<file path="src/rtl/vit_accel_pkg.sv">
// Shared accelerator definitions: PE row engine FSM encoding and Q8.8 saturation limits.
package vit_accel_pkg;

  typedef enum logic [1:0] {
    ST_IDLE  = 2'd0,
    ST_ACCUM = 2'd1,
    ST_DRAIN = 2'd2,
    ST_DONE  = 2'd3
  } pe_state_e;

  localparam int          Q88_W   = 16;
  localparam logic [15:0] Q88_MAX = 16'h7FFF;
  localparam logic [15:0] Q88_MIN = 16'h8000;

endpackage

</file>
<file path="src/rtl/pe_row_engine_if.sv">
// Job/operand/result bundle between attention_block (master) and pe_row_engine (slave).
interface pe_row_engine_if #(
  parameter int DATA_WIDTH = 16,
  parameter int NUM_MACS   = 4
);
  logic                             pe_start;
  logic [15:0]                      workload_cols;
  logic                             in_valid;
  logic [NUM_MACS*DATA_WIDTH-1:0]   embed_data;
  logic [NUM_MACS*DATA_WIDTH-1:0]   weight_data;
  logic                             busy;
  logic [DATA_WIDTH-1:0]            out_data;
  logic                             out_valid;
  logic                             pe_done;

  modport master (
    output pe_start, workload_cols, in_valid, embed_data, weight_data,
    input  busy, out_data, out_valid, pe_done
  );

  modport slave (
    input  pe_start, workload_cols, in_valid, embed_data, weight_data,
    output busy, out_data, out_valid, pe_done
  );
endinterface

</file>
<file path="src/rtl/pe_row_engine_mac_lane.sv">
// One MAC lane: signed multiply, optional zero-mask on the tail beat, accumulate, clear.
module mac_lane #(
  parameter int DATA_WIDTH = 16,
  parameter int ACC_WIDTH  = 40
) (
  input  logic                         clk,
  input  logic                         rst,
  input  logic                         clr,
  input  logic                         en,
  input  logic                         mask,
  input  logic signed [DATA_WIDTH-1:0] a,
  input  logic signed [DATA_WIDTH-1:0] b,
  output logic [ACC_WIDTH-1:0]         acc
);
  localparam int PW = 2 * DATA_WIDTH;

  logic signed [PW-1:0]  prod;
  logic [ACC_WIDTH-1:0]  prod_ext;

  assign prod     = a * b;
  assign prod_ext = {{(ACC_WIDTH-PW){prod[PW-1]}}, prod};

  always_ff @(posedge clk) begin
    if (rst || clr)
      acc <= '0;
    else if (en)
      acc <= acc + (mask ? '0 : prod_ext);
  end
endmodule

</file>
<file path="src/rtl/pe_row_engine.sv">
// Row dot-product engine: NUM_MACS parallel lanes, registered adder tree, Q-format saturation.
module pe_row_engine
  import vit_accel_pkg::*;
#(
  parameter int DATA_WIDTH = 16,
  parameter int NUM_MACS   = 4,
  parameter int ACC_WIDTH  = 40,
  parameter int FRAC_BITS  = 8
) (
  input logic           clk,
  input logic           rst,
  pe_row_engine_if.slave bus
);
  localparam int LOG2   = $clog2(NUM_MACS);
  localparam int HALF   = NUM_MACS / 2;
  localparam int STAGES = LOG2 - 1;

  localparam logic [DATA_WIDTH-1:0] SAT_MAX =
    (DATA_WIDTH == Q88_W) ? DATA_WIDTH'(Q88_MAX) : {1'b0, {(DATA_WIDTH-1){1'b1}}};
  localparam logic [DATA_WIDTH-1:0] SAT_MIN =
    (DATA_WIDTH == Q88_W) ? DATA_WIDTH'(Q88_MIN) : {1'b1, {(DATA_WIDTH-1){1'b0}}};
  localparam logic signed [ACC_WIDTH-1:0] HI = ACC_WIDTH'($signed(SAT_MAX));
  localparam logic signed [ACC_WIDTH-1:0] LO = ACC_WIDTH'($signed(SAT_MIN));

  typedef logic [STAGES:0] pipe_t;

  pe_state_e                                   state, nxt;
  logic [15:0]                                 cols_q;
  logic [15:0]                                 beat_cnt;
  pipe_t                                       vld_pipe;
  logic [NUM_MACS-1:0][ACC_WIDTH-1:0]          acc;
  logic [LOG2-1:0][HALF-1:0][ACC_WIDTH-1:0]    tree_q;
  logic [NUM_MACS-1:0]                         lane_mask;
  logic [DATA_WIDTH-1:0]                       out_hold, sat_val;
  logic [16:0]                                 beats_total;
  logic [LOG2-1:0]                             rem;
  logic                                        accept, beat, last_beat;
  logic signed [ACC_WIDTH-1:0]                 tree_sum, shifted;

  assign beats_total = ({1'b0, cols_q} + 17'(NUM_MACS - 1)) >> LOG2;
  assign rem         = cols_q[LOG2-1:0];
  assign accept      = (state == ST_IDLE) && bus.pe_start;
  assign beat        = (state == ST_ACCUM) && bus.in_valid;
  assign last_beat   = beat && ({1'b0, beat_cnt} == beats_total - 17'd1);

  for (genvar g = 0; g < NUM_MACS; g++) begin : g_lane
    // Only the final beat of a job with a ragged length drops its upper lanes.
    assign lane_mask[g] = last_beat && (rem != '0) && (LOG2'(g) >= rem);

    mac_lane #(.DATA_WIDTH(DATA_WIDTH), .ACC_WIDTH(ACC_WIDTH)) u_lane (
      .clk  (clk),
      .rst  (rst),
      .clr  (accept),
      .en   (beat),
      .mask (lane_mask[g]),
      .a    (bus.embed_data[g*DATA_WIDTH +: DATA_WIDTH]),
      .b    (bus.weight_data[g*DATA_WIDTH +: DATA_WIDTH]),
      .acc  (acc[g])
    );
  end

  always_comb begin
    nxt = state;
    case (state)
      ST_IDLE:  if (bus.pe_start) nxt = (bus.workload_cols == '0) ? ST_DONE : ST_ACCUM;
      ST_ACCUM: if (last_beat) nxt = ST_DRAIN;
      ST_DRAIN: if (vld_pipe[STAGES]) nxt = ST_DONE;
      ST_DONE:  nxt = ST_IDLE;
      default:  nxt = ST_IDLE;
    endcase
  end

  always_ff @(posedge clk) begin
    if (rst) begin
      state    <= ST_IDLE;
      cols_q   <= '0;
      beat_cnt <= '0;
      vld_pipe <= '0;
      out_hold <= '0;
    end else begin
      state <= nxt;
      if (accept) begin
        cols_q   <= bus.workload_cols;
        beat_cnt <= '0;
        vld_pipe <= '0;
      end else begin
        if (beat) beat_cnt <= beat_cnt + 16'd1;
        vld_pipe <= (vld_pipe << 1) | pipe_t'(last_beat);
      end
      if (state == ST_DONE) out_hold <= sat_val;
    end
  end

  // Every level recomputes each DRAIN cycle; accumulators are frozen, so after LOG2 edges the root is exact.
  always_ff @(posedge clk) begin
    if (rst || accept) begin
      tree_q <= '0;
    end else if (state == ST_DRAIN) begin
      for (int i = 0; i < HALF; i++)
        tree_q[0][i] <= acc[2*i] + acc[2*i+1];
      for (int l = 1; l < LOG2; l++)
        for (int i = 0; i < HALF; i++)
          if (2*i+1 < HALF)
            tree_q[l][i] <= tree_q[l-1][2*i] + tree_q[l-1][2*i+1];
    end
  end

  assign tree_sum = tree_q[LOG2-1][0];
  assign shifted  = tree_sum >>> FRAC_BITS;

  always_comb begin
    sat_val = shifted[DATA_WIDTH-1:0];
    if (shifted > HI)      sat_val = SAT_MAX;
    else if (shifted < LO) sat_val = SAT_MIN;
  end

  assign bus.busy      = (state != ST_IDLE);
  assign bus.out_valid = (state == ST_DONE);
  assign bus.pe_done   = (state == ST_DONE);
  assign bus.out_data  = (state == ST_DONE) ? sat_val : out_hold;
endmodule

</file>
<file path="src/flat_wrapper.sv">
// flat-port wrapper written by rule: the top's interface ports become plain ports
module pe_row_engine_flat import vit_accel_pkg::*;
#(
  parameter int DATA_WIDTH = 16,
  parameter int NUM_MACS   = 4,
  parameter int ACC_WIDTH  = 40,
  parameter int FRAC_BITS  = 8
)
  (clk, rst, bus_pe_start, bus_workload_cols, bus_in_valid, bus_embed_data, bus_weight_data, bus_busy, bus_out_data, bus_out_valid, bus_pe_done);
  pe_row_engine_if #(.DATA_WIDTH(DATA_WIDTH), .NUM_MACS(NUM_MACS)) bus_i ();
  input logic clk;
  input logic rst;
  input wire logic [$bits(bus_i.pe_start)-1:0] bus_pe_start;
  input wire logic [$bits(bus_i.workload_cols)-1:0] bus_workload_cols;
  input wire logic [$bits(bus_i.in_valid)-1:0] bus_in_valid;
  input wire logic [$bits(bus_i.embed_data)-1:0] bus_embed_data;
  input wire logic [$bits(bus_i.weight_data)-1:0] bus_weight_data;
  output wire logic [$bits(bus_i.busy)-1:0] bus_busy;
  output wire logic [$bits(bus_i.out_data)-1:0] bus_out_data;
  output wire logic [$bits(bus_i.out_valid)-1:0] bus_out_valid;
  output wire logic [$bits(bus_i.pe_done)-1:0] bus_pe_done;
  assign bus_i.pe_start = bus_pe_start;
  assign bus_i.workload_cols = bus_workload_cols;
  assign bus_i.in_valid = bus_in_valid;
  assign bus_i.embed_data = bus_embed_data;
  assign bus_i.weight_data = bus_weight_data;
  assign bus_busy = bus_i.busy;
  assign bus_out_data = bus_i.out_data;
  assign bus_out_valid = bus_i.out_valid;
  assign bus_pe_done = bus_i.pe_done;
  pe_row_engine #(.DATA_WIDTH(DATA_WIDTH), .NUM_MACS(NUM_MACS), .ACC_WIDTH(ACC_WIDTH), .FRAC_BITS(FRAC_BITS)) u_core (.clk(clk), .rst(rst), .bus(bus_i));
endmodule
</file>
<file path="config.mk">
export PLATFORM = sky130hd
export DESIGN_NAME = pe_row_engine_flat
export DESIGN_NICKNAME = d
export VERILOG_FILES = /design/src/rtl/vit_accel_pkg.sv /design/src/rtl/pe_row_engine_if.sv /design/src/rtl/pe_row_engine_mac_lane.sv /design/src/rtl/pe_row_engine.sv /design/src/flat_wrapper.sv
export SDC_FILE = /design/constraint.sdc
export NUM_CORES = 2
export LEC_CHECK = 0
export BUFFER_PORTS_ARGS = -buffer_cell sky130_fd_sc_hd__buf_2
export CORE_ASPECT_RATIO = 2
export CORE_MARGIN = 2
export CORE_UTILIZATION = 47
export CTS_CLUSTER_DIAMETER = 30
export CTS_CLUSTER_SIZE = 40
export DETAILED_ROUTE_END_ITERATION = 7
export HOLD_SLACK_MARGIN = 0.08
export PLACE_DENSITY = 0.63
export SLEW_MARGIN = 20
export SYNTH_ARGS = -nofsm -noshare
export SYNTH_HDL_FRONTEND = slang
export SYNTH_SLANG_ARGS = --single-unit
</file>
<file path="constraint.sdc">
create_clock -name clk -period 11.8 [get_ports clk]
set_input_delay 0.59 -clock clk [delete_from_list [all_inputs] [get_ports clk]]
set_output_delay 0.59 -clock clk [all_outputs]
set_load 0.05 [all_outputs]
</file>
======== Word level (Yosys, flattened, before mapping) ========
Index checks and enable logic that the tools add are counted.
storage, ports and cells
  flip-flop bits (word level) ............. 332
  input port bits ......................... 148
  output and inout bits ................... 19
  word-level logic and storage cells ...... 67
operators by class
  add/sub/neg operators ................... 10
  multipliers ............................. 4
  order comparisons ....................... 6
  equal/unequal tests ..................... 7
  multiplexer cells ....................... 12
  bitwise operators ....................... 1
  reduce and logical (&&, ||, !) cells .... 15
operator list
  operator                 count
  $add A40 B40 Y40         7
  $mux W40                 4
  $mul A16 B16 Y32         4
  $mux W16                 3
  $gt A32 B16 Y1 const B   1
  $lt A32 B16 Y1 const B   1
  $add A16 B2 Y17 const B  1
  $eq A16 B17 Y1           1
  $add A16 B1 Y16 const B  1
  $logic_not A16 Y1        1
  $sub A15 B1 Y16 const B  1
  $logic_and A1 B1 Y1      8
  $mux W2                  4
  $pmux W2 S4              1
  $eq A2 B2 Y1 const B     2
  $ge A1 B2 Y1 const A     2
  $ge A2 B2 Y1 const A     2
  $ne A2 B1 Y1 const B     2
  $reduce_bool A2 Y1       2
  $reduce_and A3 Y1        1
  $eq A2 B1 Y1 const B     1
  $logic_not A2 Y1         1
  $ne A2 B2 Y1 const B     1
  $or A2 B1 Y2             1
  2 further kinds          2

======== Logic depth before layout (Yosys ltp) ========
  depth after elaboration ................. 8
  gate-level depth with buffers ........... 40
  mapped depth without buffers ............ 39

======== Hierarchy ========
From an unflattened synthesis, not the netlist that was laid out.
unflattened totals
  cell total of the unflattened synthesis .. 7,675
  area total of the unflattened synthesis .. 65,409.0 um^2
by module, submodules not included
  module                               times used  cells an instance  area an instance (um^2)  sequential area each (um^2)
  mac_lane at u_core.g_lane[0].u_lane  1           1,578              13,511.7                 800.8
  mac_lane at u_core.g_lane[1].u_lane  1           1,557              13,435.4                 800.8
  mac_lane at u_core.g_lane[2].u_lane  1           1,548              13,371.6                 800.8
  mac_lane at u_core.g_lane[3].u_lane  1           1,500              13,100.1                 800.8
  pe_row_engine                        1           1,492              11,990.2                 3,283.1

======== Worst setup path before layout ========
OpenSTA, ideal clock, no wires.
  path type ............................... input to register
  start ................................... input bus_weight_data[23]
  end ..................................... register u_core.g_lane[1].u_lane.acc[39]
  arrival time ............................ 8.502 ns
  required time ........................... 11.672 ns
  setup slack ............................. 3.170 ns
  stages on the path ...................... 34
  cells stage by stage .................... clkbuf_1 -> nand2_1 -> fa_1 -> inv_1 -> fa_1 -> inv_1 -> fa_1 -> inv_1 -> fa_1 -> fa_1 -> inv_1 -> fa_1 -> inv_1 -> ha_1 -> o21a_1 -> o21ai_0 -> nand2b_1 -> a31o_2 -> a221oi_4 -> a211oi_1 -> or3_1 -> a21oi_1 -> xor2_1 -> nor2_1 -> ha_1 -> and3_1 -> o211ai_1 -> o21ba_2 -> or3_1 -> a21oi_1 -> nand3_1 -> o41ai_1 -> xnor2_1 -> nor2_1
between the ends
  longest elaborated chain between the ends .. 3
RTL lines
  element                 line                          source
  start: declaration      flat_wrapper.sv:17            input wire logic [$bits(bus_i.weight_data)-1:0] bus_weight_data;
  $mul A16 B16 Y32        pe_row_engine_mac_lane.sv:20  assign prod = a * b;
  $mux W40                pe_row_engine_mac_lane.sv:27  acc <= acc + (mask ? '0 : prod_ext);
  $add A40 B40 Y40        pe_row_engine_mac_lane.sv:27
  end signal: assignment  pe_row_engine_mac_lane.sv:27
  end: declaration        pe_row_engine_mac_lane.sv:13  output logic [ACC_WIDTH-1:0] acc
Every way passes these cells.
A chain may end at the register's enable or synchronous reset.

======== Worst setup path in the final report ========
  start ................................... input bus_embed_data[39]
  end ..................................... register u_core.g_lane[2].u_lane.acc[37]
between the ends
  longest elaborated chain between the ends .. 3
RTL lines
  element                 line                          source
  start: declaration      flat_wrapper.sv:16            input wire logic [$bits(bus_i.embed_data)-1:0] bus_embed_data;
  $mul A16 B16 Y32        pe_row_engine_mac_lane.sv:20
  $mux W40                pe_row_engine_mac_lane.sv:27
  $add A40 B40 Y40        pe_row_engine_mac_lane.sv:27
  end signal: assignment  pe_row_engine_mac_lane.sv:27
  end: declaration        pe_row_engine_mac_lane.sv:13
Every way passes these cells.

==> impl_summary.log <==
INFO  metric status = finished, final reports clean
INFO  metric netlist_top_cells_area = sky130_fd_sc_hd__fa_1, sky130_fd_sc_hd__ha_1, sky130_fd_sc_hd__dfxtp_1, sky130_fd_sc_hd__inv_1, sky130_fd_sc_hd__nand2_1
INFO  metric die_y = 523 um
INFO  metric ys_async_sr_fraction = 0%
INFO  metric first_pass_iters = 7
INFO  metric whs = 218 ps
INFO  metric ctsLongestPathBuffers = 3
INFO  metric critical-path-top-cell-by-count = sky130_fd_sc_hd__fa_1
INFO  metric timing.max_slew.rel_slack = 33.2%
INFO  metric hold_path_class = in2reg
INFO  metric most_used_cells_in_the_layout_excluding_fill_and_tap_cells = sky130_fd_sc_hd__inv_1, sky130_fd_sc_hd__fa_1, sky130_fd_sc_hd__nand2_1
INFO  metric yosys_register_bits = 324
INFO  metric max_slew.worst_pin.slew = 999 ps
INFO  metric pin_count = 167
INFO  metric post_synth_num_cell_types = 87
INFO  metric post_cts_resized = 0
INFO  metric layout.core_utilization = 50.5%
INFO  metric rows = 190
INFO  metric synthCells = 7433
INFO  metric worst-r2r-cell-count = 28
INFO  metric grt_pass1_vias = 54457
INFO  metric report.final.slew_viol_count = 0
INFO  metric post_dp_cell_area = 65500 sq um
INFO  metric setup_slack_on_the_worst_flop_to_flop_path = 3290 ps
INFO  metric final_layout_size_suffix_gt1_share = 4.48%
INFO  metric floorplan.die_area = 138000 sq um
INFO  metric post_synthesis_instance_area = 63300 sq um
INFO  metric fill_cells = 12829
INFO  metric start_util = 47.3%
INFO  metric place.detailed.hpwl = 147000 um
INFO  metric critPathRequiredTime = 12350 ps
INFO  metric drtIter0Drc = 2045
INFO  metric core_area = 134000 sq um
INFO  metric final_area = 67600 sq um
INFO  metric detail_route.wl_per_cell = 19.1 um
INFO  metric crit_path_end_kind = flop
INFO  metric area_occupied_by_multi_input_gates = 51200 sq um
INFO  metric worst_path_largest_cell_delay = 760 ps
INFO  metric pin_count_of_the_biggest_net_entering_global_routing = 74
INFO  metric synthesis.yosys.warnings = 0
INFO  metric cts_bufs_inserted = 56
INFO  metric final_weighted_congestion_of_routability_driven_global_placement = 0.967
INFO  metric regArea = 6490 sq um
INFO  metric fp.dieW = 263 um
INFO  metric muxShareOfSynthArea = 1.14%
INFO  metric groute.usage.overall = 26.0%
INFO  metric antenna_violations_before_repair = 4
INFO  metric cts_setup_buffers = 0
INFO  metric first_pass_grt_wire_length = 284000 um
INFO  metric largest_driver_fanout_on_the_critical_path = 16
INFO  metric synthXorXnorAreaFrac = 5.11%
INFO  metric timing.hold.worst_path_depth = 3
INFO  metric fin_worst_skew = 37.4 ps
INFO  metric grt_util_met3 = 1.69%
INFO  metric fin_crit_sh = 77.0%
INFO  metric netlist.area_leader.share = 33.3%
INFO  metric synth_top_family_by_area = adder cells
INFO  metric route.antenna.remaining_nets = 0
INFO  metric tritoncts = built
INFO  metric cts.htree.levels = 2
INFO  metric detail_route.wirelength = 175000 um
INFO  metric crit_path_top_delay_cell = sky130_fd_sc_hd__a311oi_1
INFO  metric final_hold_viol_count = 0
INFO  metric synth_flop_cell = sky130_fd_sc_hd__dfxtp_1
INFO  metric post_synthesis_simple_gate_area_fraction = 18.0%
INFO  metric cts.sink_count = 324
INFO  metric viasPerCell = 5.44
INFO  metric vias = 50004
INFO  metric nets = 9218
INFO  metric synth-edff-count = 0
INFO  metric synthesis.area_per_instance = 8.51 sq um
INFO  metric grt-ovfl-total = 0
INFO  metric worst_endpoint_data_arrival_time = 9640 ps
INFO  metric clk_pin_slew = 60 ps
INFO  metric max_freq = 0.110 GHz
INFO  metric placement.io_buffers = 166
INFO  metric drt_drc_violations_left = 0
INFO  metric crit_path_start_kind = input pin
INFO  metric post_synth_fa_ha_maj_area_fraction = 45.0%
INFO  metric synthesis.nets = 9226
INFO  metric synth_sequential_area_ratio = 10.3%
INFO  metric clk_latency = 640 ps
INFO  metric setup_repair_after_global_routing_missed_its_margin = no
INFO  metric cap_viol_max_count = 0
INFO  metric areaGrowthSynthToFinish = 6.77%
INFO  metric setup_violations = 0
INFO  metric cts_root_buf = sky130_fd_sc_hd__clkbuf_16
INFO  metric cts_hold_buf = 0
INFO  metric groute.layer.met1.usage = 25.2%
INFO  metric grt_util_met2 = 51.4%
INFO  metric mostFrequentLayoutCell = sky130_fd_sc_hd__inv_1
INFO  metric layout_min_cycle_time = 9090 ps
INFO  metric synth_largest_area_cell = sky130_fd_sc_hd__fa_1
INFO  metric final_layout_setup_total_negative_slack = 0 ps
INFO  metric busiest_layer = met2
INFO  metric synth_compound_gate_area_share = 11.6%
INFO  metric criticalPathCategory = in2reg
-- path summary, 6_finish.rpt --
check / end / start
max: u_core.g_lane[2].u_lane.acc[37] / bus_embed_data[39]
min: u_core.cols_q[12] / bus_workload_cols[12]
max reg2reg: u_core.g_lane[3].u_lane.acc[38] / u_core.cols_q[0]
min reg2reg: u_core.vld_pipe[1] / u_core.vld_pipe[0]
-- layout make-up --
| type | count | share of cell area (%) |
|---|---|---|
| Sequential cell | 324 | 9.60 |
| Inverter | 1240 | 6.89 |
| Antenna cell | 1 | 0.00370 |
| Clock inverter | 43 | 0.906 |
| Tap cell | 1728 | 3.20 |
| Clock buffer | 61 | 2.12 |
| Timing Repair Buffer | 190 | 1.50 |
| Multi-Input combinational cell | 5613 | 75.8 |
-- registers in the layout, indices dropped and copies added, names as in the netlist --
name,count
u_core.g_lane.u_lane.acc,160
u_core.tree_q,80
u_core.tree_sum,32
u_core.beat_cnt,16
u_core.cols_q,16
u_core.out_hold,16
u_core.state,2
u_core.vld_pipe,2
-- stage by stage --
stage / worst slack (ps) / cells
6_report: 2710 / 9200
5_1_grt: 2070 / 9200
4_1_cts: 2640 / 9199
3_5_place_dp: 2030 / 9095
3_3_place_gp: 2100 / 9095
2_1_floorplan: 3170 / 7433
-- layer usage --
metal | part of all wire (%) | vias to the layer above
met4 | 8.2 | 0
met2 | 56 | 1044
met3 | 2.5 | 548
li1 | - | 23636
met5 | 0 | -
met1 | 34 | 24776
-- worst max-delay path, delay by kind of cell --
family          cells  cell delay, ps
compound gates     15            4060
xor+xnor            1             160
fa+ha+maj           8            3730
buf+inv             4             520
simple gates        4             580
-- logic make-up after synthesis --
family / after synthesis
xor gates and xnor gates: 369
AOI/OAI and AO/OA: 1152
and+or+nand+nor: 2375
buffers and inverters: 1496
muxes: 72
adders and majority gates: 1645
DFF: 324
-- Yosys cell counts, types with 157 or more instances --
| cell type | instances |
|---|---|
| sky130_fd_sc_hd__inv_1 | 1240 |
| sky130_fd_sc_hd__fa_1 | 1054 |
| sky130_fd_sc_hd__nand2_1 | 873 |
| sky130_fd_sc_hd__ha_1 | 591 |
| sky130_fd_sc_hd__and2_1 | 506 |
| sky130_fd_sc_hd__nor2_1 | 468 |
| sky130_fd_sc_hd__a21oi_1 | 416 |
| sky130_fd_sc_hd__dfxtp_1 | 324 |
| sky130_fd_sc_hd__xnor2_1 | 251 |
| sky130_fd_sc_hd__clkbuf_1 | 225 |
| sky130_fd_sc_hd__o21ai_0 | 189 |
| sky130_fd_sc_hd__a21o_1 | 157 |
Power is not shown: default switching activity piles up to over one toggle a cycle in this logic, so the estimate is an artifact.
